[config.mk]
export PLATFORM = sky130hd
export DESIGN_NAME = toccata_volume_ramp
export DESIGN_NICKNAME = d
export VERILOG_FILES = /design/src/rtl/toccata_pkg.sv /design/src/rtl/toccata_volume_ramp_chan.sv /design/src/rtl/toccata_volume_ramp.sv
export SDC_FILE = /design/constraint.sdc
export NUM_CORES = 1
export LEC_CHECK = 0
export ABC_AREA = 1
export CORE_MARGIN = 10
export CORE_UTILIZATION = 38
export CTS_CLUSTER_SIZE = 28
export DETAILED_ROUTE_END_ITERATION = 12
export DONT_BUFFER_PORTS = 1
export SETUP_SLACK_MARGIN = 0.1
export SLEW_MARGIN = 5
export SYNTH_ARGS = -nofsm -noshare
export SYNTH_HDL_FRONTEND = slang
export SYNTH_SLANG_ARGS = --single-unit
export TNS_END_PERCENT = 10
[constraint.sdc]
create_clock -name clk -period 2.09 [get_ports clk]
set_input_delay 0.1045 -clock clk [delete_from_list [all_inputs] [get_ports clk]]
set_output_delay 0.1045 -clock clk [all_outputs]
set_load 0.005 [all_outputs]
[src/rtl/toccata_pkg.sv]
// Shared types for the Toccata volume sequencer: attenuation type, its ceiling,
// and the per-channel ramp states.
package toccata_pkg;

   typedef logic [5:0] atten_t;

   localparam atten_t ATTEN_MAX = 6'd63;

   typedef enum logic [1:0] {
      MUTED = 2'd0,
      RAMP  = 2'd1,
      IDLE  = 2'd2,
      FADE  = 2'd3
   } ramp_state_e;

endpackage

[src/rtl/toccata_volume_ramp_chan.sv]
// One channel of the volume sequencer: slews attenuation by one step per step_en
// and sequences soft mute (fade then hard mute) and unmute (release then fade in).
module toccata_volume_ramp_chan
   import toccata_pkg::*;
(
   input  logic   clk,
   input  logic   rst,
   input  logic   step_en,
   input  atten_t tgt_atten,
   input  logic   tgt_mute,
   output atten_t att,
   output logic   mute,
   output logic   active
);

   ramp_state_e state;

   always_ff @(posedge clk) begin
      if (rst) begin
         state <= MUTED;
         att   <= ATTEN_MAX;
         mute  <= 1'b1;
      end else if (step_en) begin
         case (state)
            MUTED: begin
               // Release the hard mute first; the fade-in starts on the next step.
               if (!tgt_mute) begin
                  mute  <= 1'b0;
                  state <= RAMP;
               end
            end
            RAMP: begin
               if (tgt_mute)               state <= FADE;
               else if (att > tgt_atten)   att   <= att - 6'd1;
               else if (att < tgt_atten)   att   <= att + 6'd1;
               else                        state <= IDLE;
            end
            IDLE: begin
               if (tgt_mute)                state <= FADE;
               else if (tgt_atten != att)   state <= RAMP;
            end
            FADE: begin
               if (!tgt_mute)               state <= RAMP;
               else if (att < ATTEN_MAX)    att   <= att + 6'd1;
               else begin
                  mute  <= 1'b1;
                  state <= MUTED;
               end
            end
            default: state <= MUTED;
         endcase
      end
   end

   assign active = (state == RAMP) || (state == FADE);

endmodule

[src/rtl/toccata_volume_ramp.sv]
// Stereo volume sequencer: shared sample-tick divider producing step_en, two
// independent channel sequencers, and the combined busy flag.
module toccata_volume_ramp
   import toccata_pkg::*;
#(
   parameter int STEP_DIV = 4
) (
   input  logic       clk,
   input  logic       rst,
   input  logic       sample_tick,
   input  logic [5:0] target_atten_left,
   input  logic       target_mute_left,
   input  logic [5:0] target_atten_right,
   input  logic       target_mute_right,
   output logic [5:0] attenuation_left,
   output logic       mute_left,
   output logic [5:0] attenuation_right,
   output logic       mute_right,
   output logic       busy
);

   localparam int NUM_CHAN = 2;
   localparam int DIV_W    = (STEP_DIV > 1) ? $clog2(STEP_DIV) : 1;
   localparam logic [DIV_W-1:0] DIV_LAST = DIV_W'(STEP_DIV - 1);

   logic [DIV_W-1:0]              div_cnt;
   logic                          step_en;
   logic [NUM_CHAN-1:0][5:0]      tgt_att;
   logic [NUM_CHAN-1:0][5:0]      att;
   logic [NUM_CHAN-1:0]           tgt_mute;
   logic [NUM_CHAN-1:0]           mute;
   logic [NUM_CHAN-1:0]           active;

   assign step_en = sample_tick && (div_cnt == DIV_LAST);

   always_ff @(posedge clk) begin
      if (rst)               div_cnt <= '0;
      else if (sample_tick)  div_cnt <= step_en ? '0 : div_cnt + DIV_W'(1);
   end

   assign tgt_att[0]  = target_atten_left;
   assign tgt_att[1]  = target_atten_right;
   assign tgt_mute[0] = target_mute_left;
   assign tgt_mute[1] = target_mute_right;

   for (genvar ch = 0; ch < NUM_CHAN; ch++) begin : g_chan
      toccata_volume_ramp_chan u_chan (
         .clk       (clk),
         .rst       (rst),
         .step_en   (step_en),
         .tgt_atten (tgt_att[ch]),
         .tgt_mute  (tgt_mute[ch]),
         .att       (att[ch]),
         .mute      (mute[ch]),
         .active    (active[ch])
      );
   end

   assign attenuation_left  = att[0];
   assign mute_left         = mute[0];
   assign attenuation_right = att[1];
   assign mute_right        = mute[1];
   assign busy              = |active;

endmodule

==> flow_metrics.env, run 1 <==
export IMPL_arrival_ns=1.95
export IMPL_drtPass1Iterations=4
export IMPL_diodes=0
export IMPL_post_cts_buffers=0
export IMPL_cts_buffer_depth=2
export IMPL_p_clk_share_pct=44.9
export IMPL_core_um2=4410
export IMPL_synth_cells=272
export IMPL_finalCritPeriodShare_pct=85.4
export IMPL_worst_hold_path_type="in -> reg"
export IMPL_p_per_area_nw_per_um2=444
export IMPL_slowest_delay_ns=0.44
export IMPL_synth_largest_area_cell="dfxtp_1"
export IMPL_wl_per_cell_um=12.6
export IMPL_mostFrequentLayoutCells="68 x nand2_1, 41 x inv_1, 29 x nand3_1"
export IMPL_maxSlewViolCount=0
export IMPL_dieArea_um2=7700
export IMPL_area_growth_pct=13.6
export IMPL_grt_pass1_vias=1444
export IMPL_finalWorstSetupSlack_ns=0.304
export IMPL_layout_commonest_cell="nand2_1"
export IMPL_die_height_um=87.8
export IMPL_ctsRootBufferMaster="clkbuf_8"
export IMPL_fin_hold_ws_ns=0.0239
export IMPL_track_usage_pct=11.0
export IMPL_rsz0062_at_grt="no"
export IMPL_worstMarginPinSlew_ns=0.457
export IMPL_skew_ns=0.0102
export IMPL_cp_max_fo=7
export IMPL_ant_nets=0
export IMPL_clk_latency_ns=0.26
export IMPL_drive_gt1_share_pct=12.2
export IMPL_power_switching_w=0.000202
export IMPL_end_kind="flip-flop"
export IMPL_numCtsBuffers=3
export IMPL_netSwitchingFraction_pct=22.9
export IMPL_gp_congestion=0.874
export IMPL_ctsResizeCount=0
export IMPL_dpl_worst_slack_ns=0.315
export IMPL_fp_dieW_um=87.8
export IMPL_wl_um=4290
export IMPL_seq_power_share_pct=44.4
export IMPL_io_buffer_count=0
export IMPL_period_minus_slack_ns=1.79
export IMPL_ios=32
export IMPL_syn_area_per_cell_um2=6.41
export IMPL_synthesis_area_um2=1740
export IMPL_grt_max_degree=13
export IMPL_synth_area_leaders="dfxtp_1 23%, nand2_1 15%, ha_1 12%"
export IMPL_vdd_drop_max_uv=436
export IMPL_status="finished, final reports clean"
export IMPL_finalHoldViolations=0
export IMPL_setup_viol_count_final=0
export IMPL_gr_total_overflow=0
export IMPL_drc=0
export IMPL_ys_seq_area_share_pct=23.0
export IMPL_power_leakage_nw=1.05
export IMPL_ys_async_sr_fraction_pct=0
export IMPL_clkTransAtPathRegs_ns=0.09
export IMPL_relSlewSlack_pct=69.4
export IMPL_routed_via_density=4.93
export IMPL_drt_iter0_markers=78
export IMPL_post_dp_hpwl_um=3420
export IMPL_dp_cells=333
export IMPL_synth_top_area_share_pct=23.0
export IMPL_initial_core_util_pct=39.5
export IMPL_nNetsFinal=323
export IMPL_yosys_warnings=0
export IMPL_cp_required_ns=2.25
export IMPL_max_freq_mhz=560
export IMPL_synthDistinctLibCells=27
export IMPL_ys_ff_latch=20
export IMPL_start_kind="flip-flop"
export IMPL_fin_setup_tns_ns=0
export IMPL_p_comb_share_pct=10.7
export IMPL_path_class="reg -> reg"
export IMPL_grt_pass1_wl_um=7040
export IMPL_cp_slowest_cell="dfxtp_1"
export IMPL_path_buf_inv=1
export IMPL_antenna_found_initial=0
export IMPL_ys_flop_type="dfxtp_1"
export IMPL_cpLargestDelayFamily="simple AND/OR/NAND/NOR gates"
export IMPL_synth_edf_count=0
export IMPL_via_count=1677
export IMPL_internal_power_w=0.000678
export IMPL_clock_sink_count=20
export IMPL_path_common_cell="nand2_1"
export IMPL_drv_cap=0
export IMPL_cts_tree="yes"
export IMPL_htree_levels=1
export IMPL_rows=24
export IMPL_crit_chain="ha_1 -> nand2_1 -> nand2_1 -> nand2_1 -> nand3_1 -> nand2_1 -> nand3_1 -> nand2_2 -> clkinv_4 -> nand3_1 -> nand2_1"
export IMPL_syn_nets=306
export IMPL_final_cells=340
[cell type report]
type	count	area [um2]
Clock inverter	1	30.0
Sequential cell	20	400
Timing Repair Buffer	13	105
Clock buffer	3	41.3
Inverter	47	181
Fill cell	470	2430
Tap cell	52	65.1
Multi-Input combinational cell	204	1160
[sequential cells by signal, indices dropped and copies added (netlist names)]
signal / cells
g_chan.u_chan.mute: 2
g_chan.u_chan.state: 4
g_chan.u_chan.att: 12
div_cnt: 2
[power by group through the flow]
| stage | Clock, W | Combinational [W] | Sequential (W) |
|---|---|---|---|
| 2_1_floorplan | 0 | 0.0000732 | 0.000399 |
| 3_3_place_gp | 0 | 0.0000850 | 0.000400 |
| 3_5_place_dp | 0 | 0.0000862 | 0.000400 |
| 4_1_cts | 0.000405 | 0.0000934 | 0.000391 |
| 5_1_grt | 0.000427 | 0.000111 | 0.000392 |
| 6_report | 0.000395 | 0.0000943 | 0.000391 |
[final timing paths]
kind | from | to | slack [ns] | cells past startpoint
worst max-delay path | g_chan[0].u_chan.att[1] | g_chan[0].u_chan.att[5] | 0.30 | 11
worst min register to register | g_chan[1].u_chan.state[0] | g_chan[1].u_chan.state[0] | 0.51 | 2
worst max register to register | g_chan[0].u_chan.att[1] | g_chan[0].u_chan.att[5] | 0.30 | 11
worst min-delay path | sample_tick | div_cnt[1] | 0.02 | 2
[metal layers]
layer / up-vias / GRT usage (%) / part of all wire, %
met2: 25 / 17.6 / 47
met4: 0 / 1.74 / 0.56
met3: 4 / 3.81 / 5.6
met1: 730 / 14.1 / 47
met5: - / 0 / 0
li1: 918 / - / -
[stage by stage]
stage / power (W) / cell area, um2 / util, %
finish: 0.000880 / 1980 / 44.9
global route: 0.000930 / 1980 / 44.9
CTS: 0.000889 / 1970 / 44.7
detailed placement: 0.000486 / 1880 / 42.6
global placement: 0.000485 / 1880 / 42.6
floorplan: 0.000472 / 1740 / -
[cells in the mapped netlist, drive strengths merged, types with 2 or more instances]
library cell	number
xor2	9
nand4	6
or2	3
a21oi	16
o21ai	9
dfxtp	20
o211ai	5
xnor2	4
nand2	72
nor2	22
inv	45
ha	17
clkinv	2
nor3	4
nand3	32
[what timing repair did]
item,4_1_cts,5_1_grt
endpoints found under the setup margin,0,0
hold endpoints to repair,12,1
hold buffers,2,1
[cells by family after synthesis]
logic type	share of synthesized area, %
adders and majority gates	12.2
xor gates and xnor gates	6.53
AOI/OAI and AO/OA	10.8
buffers and inverters	10.6
and+or+nand+nor	36.9
DFF	23.0
[worst register-to-register path: stages (launching register included)]
cell,delay [ns]
dfxtp_1,0.44
ha_1,0.28
nand2_1,0.08
nand2_1,0.07
nand2_1,0.08
nand3_1,0.15
nand2_1,0.10
nand3_1,0.08
nand2_2,0.16
clkinv_4,0.10
nand3_1,0.10
nand2_1,0.07
(Power assumes the default switching activity.)
==> run 2, diff against run 1 <==
PLACE_DENSITY = 0.56   (was unset)
==> run 2 against run 1 <==
Effect of this change: combinational power decreased by 0.7%; sequential share of layout area rose by 0.32 points; global-route usage up 0.35 points; die area unchanged; clock power fell by 26%; critical path depth is 3 lower; via count shrank 1.1%.
==> flow_metrics.env, run 2 (same netlist as run 1, synthesis figures left out) <==
export IMPL_hold_end="div_cnt[0]"
export IMPL_worstMarginPinSlew_ns=0.484
export IMPL_drv_cap=0
export IMPL_grt_pass1_wl_um=7230
export IMPL_nNetsFinal=322
export IMPL_p_per_area_nw_per_um2=398
export IMPL_die_height_um=87.8
export IMPL_r2r_start="g_chan[1].u_chan.att[0]"
export IMPL_via_count=1659
export IMPL_start_kind="flip-flop"
export IMPL_cp_slowest_cell="dfxtp_1"
export IMPL_cp_max_fo=8
export IMPL_cp_required_ns=2.24
export IMPL_clock_sink_count=20
export IMPL_drive_gt1_share_pct=12.5
export IMPL_largest_register_ff_count=12
export IMPL_drt_iter0_markers=82
export IMPL_wl_um=4290
export IMPL_drtPass1Iterations=4
export IMPL_skew_ns=0.00535
export IMPL_r2r_slack_ns=0.34
export IMPL_mostFrequentLayoutCells="68 x nand2_1, 41 x inv_1, 29 x nand3_1"
export IMPL_post_dp_hpwl_um=3450
export IMPL_regMostFlops="g_chan.u_chan.att"
export IMPL_grt_max_degree=12
export IMPL_gr_total_overflow=0
export IMPL_setup_viol_count_final=0
export IMPL_worst_hold_path_type="in -> reg"
export IMPL_fin_setup_tns_ns=0
export IMPL_min_path_cells=2
export IMPL_period_minus_slack_ns=1.75
export IMPL_wl_per_cell_um=12.6
export IMPL_cts_tree="yes"
export IMPL_crit_chain="inv_1 -> ha_1 -> nand3_1 -> inv_1 -> nor2_1 -> nand2_2 -> o211ai_1 -> nand2_1"
export IMPL_drc=0
export IMPL_reg2regPathDepth=8
export IMPL_gp_congestion=0.827
export IMPL_fp_dieW_um=87.8
export IMPL_area_growth_pct=12.2
export IMPL_diodes=0
export IMPL_vdd_drop_max_uv=300
export IMPL_min_from="sample_tick"
export IMPL_utilization_pct=44.3
export IMPL_power_leakage_nw=1.04
export IMPL_clk_latency_ns=0.26
export IMPL_path_class="reg -> reg"
export IMPL_relSlewSlack_pct=67.6
export IMPL_dieArea_um2=7700
export IMPL_arrival_ns=1.90
export IMPL_clkTransAtPathRegs_ns=0.08
export IMPL_status="finished, final reports clean"
export IMPL_initial_core_util_pct=39.5
export IMPL_rows=24
export IMPL_routed_via_density=4.89
export IMPL_max_freq_mhz=572
export IMPL_ctsRootBufferMaster="clkbuf_8"
export IMPL_post_cts_buffers=0
export IMPL_finalHoldViolations=0
export IMPL_layout_commonest_cell="nand2_1"
export IMPL_htree_levels=1
export IMPL_worst_path_stages=8
export IMPL_finalCritPeriodShare_pct=83.7
export IMPL_antenna_found_initial=0
export IMPL_grt_pass1_vias=1554
export IMPL_rsz0062_at_grt="no"
export IMPL_slowest_delay_ns=0.43
export IMPL_r2r_end="g_chan[1].u_chan.att[3]"
export IMPL_cts_buffer_depth=2
export IMPL_power_total_w=0.000778
export IMPL_cpLargestDelayFamily="simple AND/OR/NAND/NOR gates"
export IMPL_finalWorstSetupSlack_ns=0.340
export IMPL_reg_top3="g_chan.u_chan.att x12, g_chan.u_chan.state x4"
export IMPL_end_kind="flip-flop"
export IMPL_core_um2=4410
export IMPL_io_buffer_count=0
export IMPL_numCtsBuffers=3
export IMPL_path_common_cell="inv_1"
export IMPL_path_buf_inv=2
export IMPL_track_usage_pct=11.4
export IMPL_ios=32
export IMPL_dpl_worst_slack_ns=0.257
export IMPL_ant_nets=0
export IMPL_maxSlewViolCount=0
## run 2: cell count changes in the layout (fill, tap and decap cells not counted), sizes merged
cell | before | now
bufinv | 1 | 0
clkbuf | 3 | 4
dlygate4sd3 | 3 | 2
## run 2: where the power goes
group	internal, W	leakage, nW	total [W]	switching, W
combinational	0.0000351	0.848	0.0000936	0.0000585
clock	0.000167	0.0288	0.000294	0.000127
sequential	0.000387	0.162	0.000391	0.00000404
total	0.000589	1.04	0.000778	0.000189
## run 2: worst max path at each step
stage | startpoint | end | slack [ns]
3_3_place_gp | g_chan[1].u_chan.att[1] | g_chan[1].u_chan.att[1] | 0.25
2_1_floorplan | g_chan[0].u_chan.att[3] | g_chan[0].u_chan.att[0] | 0.45
3_5_place_dp | g_chan[1].u_chan.att[1] | g_chan[1].u_chan.att[1] | 0.26
6_report | g_chan[1].u_chan.att[0] | g_chan[1].u_chan.att[3] | 0.34
5_1_grt | g_chan[0].u_chan.att[0] | g_chan[0].u_chan.att[4] | 0.11
4_1_cts | g_chan[1].u_chan.att[1] | g_chan[1].u_chan.att[3] | 0.22
## run 2: stage by stage
stage	hold slack, ns	cells	instance area [um2]
finish	0.0333	339	1960
global route	0.0305	339	1960
CTS	0.0279	339	1960
detailed placement	0.179	333	1880
global placement	0.179	333	1880
floorplan	0.200	272	1740
## run 2: cell type report
| type | count | area [um2] |
|---|---|---|
| inverter | 47 | 181 |
| multi-input combinational | 204 | 1160 |
| sequential | 20 | 402 |
| fill | 480 | 2460 |
| tap | 52 | 65.1 |
| clock buffer | 4 | 55.1 |
| timing repair buffer | 12 | 95.1 |
## run 2: routing by layer
metal | global-route usage (%) | part of all wire (%)
met5 | 0 | 0
met4 | 1.30 | 0.33
met3 | 3.16 | 4.3
met2 | 18.4 | 46
met1 | 15.0 | 49
## run 2: repair_timing
action	CTS	global route
resized for setup	0	2
hold endpoints to repair	12	0
setup endpoints to repair	0	7
hold buffers	2	0
==> run 3, diff against run 2 <==
clock period = 1.7 ns   (was 2.09 ns; I/O delays follow)
==> run 3 against run 2 <==
Effect of this change: the run now ends with hold timing left; power up 31%; clock power rose by 28%; critical path depth up 1; highest routed layer unchanged.
==> flow_metrics.env, run 3 (same netlist as run 1, synthesis figures left out) <==
export IMPL_worstMarginPinSlew_ns=0.295
export IMPL_largest_register_ff_count=12
export IMPL_slowest_delay_ns=0.37
export IMPL_routed_via_density=5.07
export IMPL_power_leakage_nw=1.12
export IMPL_place_area_um2=1930
export IMPL_vdd_drop_max_uv=454
export IMPL_mostFrequentLayoutCells="59 x nand2_1, 37 x inv_1, 22 x nand3_1"
export IMPL_post_dp_hpwl_um=3480
export IMPL_drtPass1Iterations=4
export IMPL_rsz0062_at_grt="yes"
export IMPL_cpLargestDelayFamily="simple AND/OR/NAND/NOR gates"
export IMPL_grt_pass1_vias=1594
export IMPL_area_growth_pct=34.3
export IMPL_skew_ns=0.00236
export IMPL_drt_iter0_markers=82
export IMPL_htree_levels=1
export IMPL_cts_tree="yes"
export IMPL_dieArea_um2=7700
export IMPL_io_buffer_count=0
export IMPL_nNetsFinal=330
export IMPL_finalHoldViolations=10
export IMPL_p_per_area_nw_per_um2=437
export IMPL_final_cells=347
export IMPL_setup_viol_count_final=0
export IMPL_die_height_um=87.8
export IMPL_wl_um=4710
export IMPL_cp_slowest_cell="dfxtp_4"
export IMPL_path_class="reg -> reg"
export IMPL_ant_nets=0
export IMPL_maxSlewViolCount=0
export IMPL_regMostFlops="g_chan.u_chan.att"
export IMPL_rows=24
export IMPL_path_common_cell="nand3_4"
export IMPL_ctsRootBufferMaster="clkbuf_8"
export IMPL_wl_per_cell_um=13.6
export IMPL_track_usage_pct=11.9
export IMPL_grt_max_degree=13
export IMPL_status="complete, but fails checks"
export IMPL_final_area_um2=2340
export IMPL_ios=32
export IMPL_clock_sink_count=20
export IMPL_drive_gt1_share_pct=31.5
export IMPL_layout_commonest_cell="nand2_1"
export IMPL_grt_pass1_wl_um=7560
export IMPL_reg_top3="g_chan.u_chan.att x12, g_chan.u_chan.state x4"
export IMPL_clkTransAtPathRegs_ns=0.08
export IMPL_path_buf_inv=1
export IMPL_r2r_slack_ns=0.08
export IMPL_finalCritPeriodShare_pct=95.6
export IMPL_initial_core_util_pct=39.5
export IMPL_gp_congestion=0.843
export IMPL_fin_setup_tns_ns=0
export IMPL_antenna_found_initial=0
export IMPL_core_um2=4410
export IMPL_start_kind="flip-flop"
export IMPL_cts_buffer_depth=2
export IMPL_dpl_worst_slack_ns=0.0277
export IMPL_via_count=1760
export IMPL_end_kind="flip-flop"
export IMPL_worst_hold_path_type="in -> reg"
export IMPL_cts_hold_buf=2
export IMPL_arrival_ns=1.76
export IMPL_period_minus_slack_ns=1.62
export IMPL_fin_hold_ws_ns=-0.126
export IMPL_max_freq_mhz=615
export IMPL_numCtsBuffers=3
export IMPL_gr_total_overflow=0
export IMPL_crit_chain="ha_4 -> a21oi_2 -> nand3_4 -> nand2_2 -> nand3_4 -> nand2_4 -> clkinv_4 -> nand2_1 -> nand3_1"
export IMPL_relSlewSlack_pct=80.2
export IMPL_drv_cap=0
export IMPL_diodes=0
export IMPL_cp_max_fo=7
export IMPL_finalWorstSetupSlack_ns=0.0752
export IMPL_fp_dieW_um=87.8
export IMPL_violations="hold timing"
export IMPL_dp_cells=339
export IMPL_cp_required_ns=1.84
export IMPL_drc=0
export IMPL_clk_latency_ns=0.26
-- run 3: cell count changes in the layout (fill, tap and decap cells not counted), sizes merged --
cell | previous run | this run
buf | 10 | 18
-- run 3: area by class of cell --
type,instances,area (um2)
inverters,47,181
fillers,415,2070
well taps,52,65.1
flip-flops and latches,20,413
clock buffers,4,55.1
multi-input cells,204,1470
repair buffers,20,163
-- run 3: final timing paths --
kind / start / end / cells past startpoint
worst min register to register: g_chan[1].u_chan.state[0] / g_chan[1].u_chan.state[0] / 2
worst max register to register: g_chan[0].u_chan.att[5] / g_chan[0].u_chan.att[1] / 9
worst max-delay path: g_chan[0].u_chan.att[5] / g_chan[0].u_chan.att[1] / 9
worst min-delay path: rst / g_chan[1].u_chan.state[1] / 1
-- run 3: layer usage --
| metal | global-route usage [%] | wire [um] | up-vias |
|---|---|---|---|
| met4 | 2.17 | 23 | 0 |
| met5 | 0 | 0 | - |
| met1 | 16.1 | 2030 | 802 |
| met2 | 18.5 | 2350 | 30 |
| li1 | - | - | 926 |
| met3 | 3.53 | 306 | 2 |
-- run 3: power breakdown --
group	switching, W	internal, W
sequential	0.00000519	0.000473
clock	0.000171	0.000206
combinational	0.0000959	0.0000711
total	0.000272	0.000751
-- run 3: what timing repair did --
item                                    CTS  global route
resized for setup                        13            59
setup buffers                             0             2
endpoints found under the hold margin    12            10
endpoints found under the setup margin   12            18
pin swaps                                 5            28
-- run 3: through the flow --
stage                     utilization [%]  total power [W]  hold WS, ns
after global placement               43.7         0.000597        0.160
final                                53.1          0.00102       -0.126
after CTS                            46.6         0.000994       -0.121
after floorplan                         -         0.000580        0.180
after detailed placement             43.7         0.000601        0.161
after global routing                 53.1          0.00108       -0.134
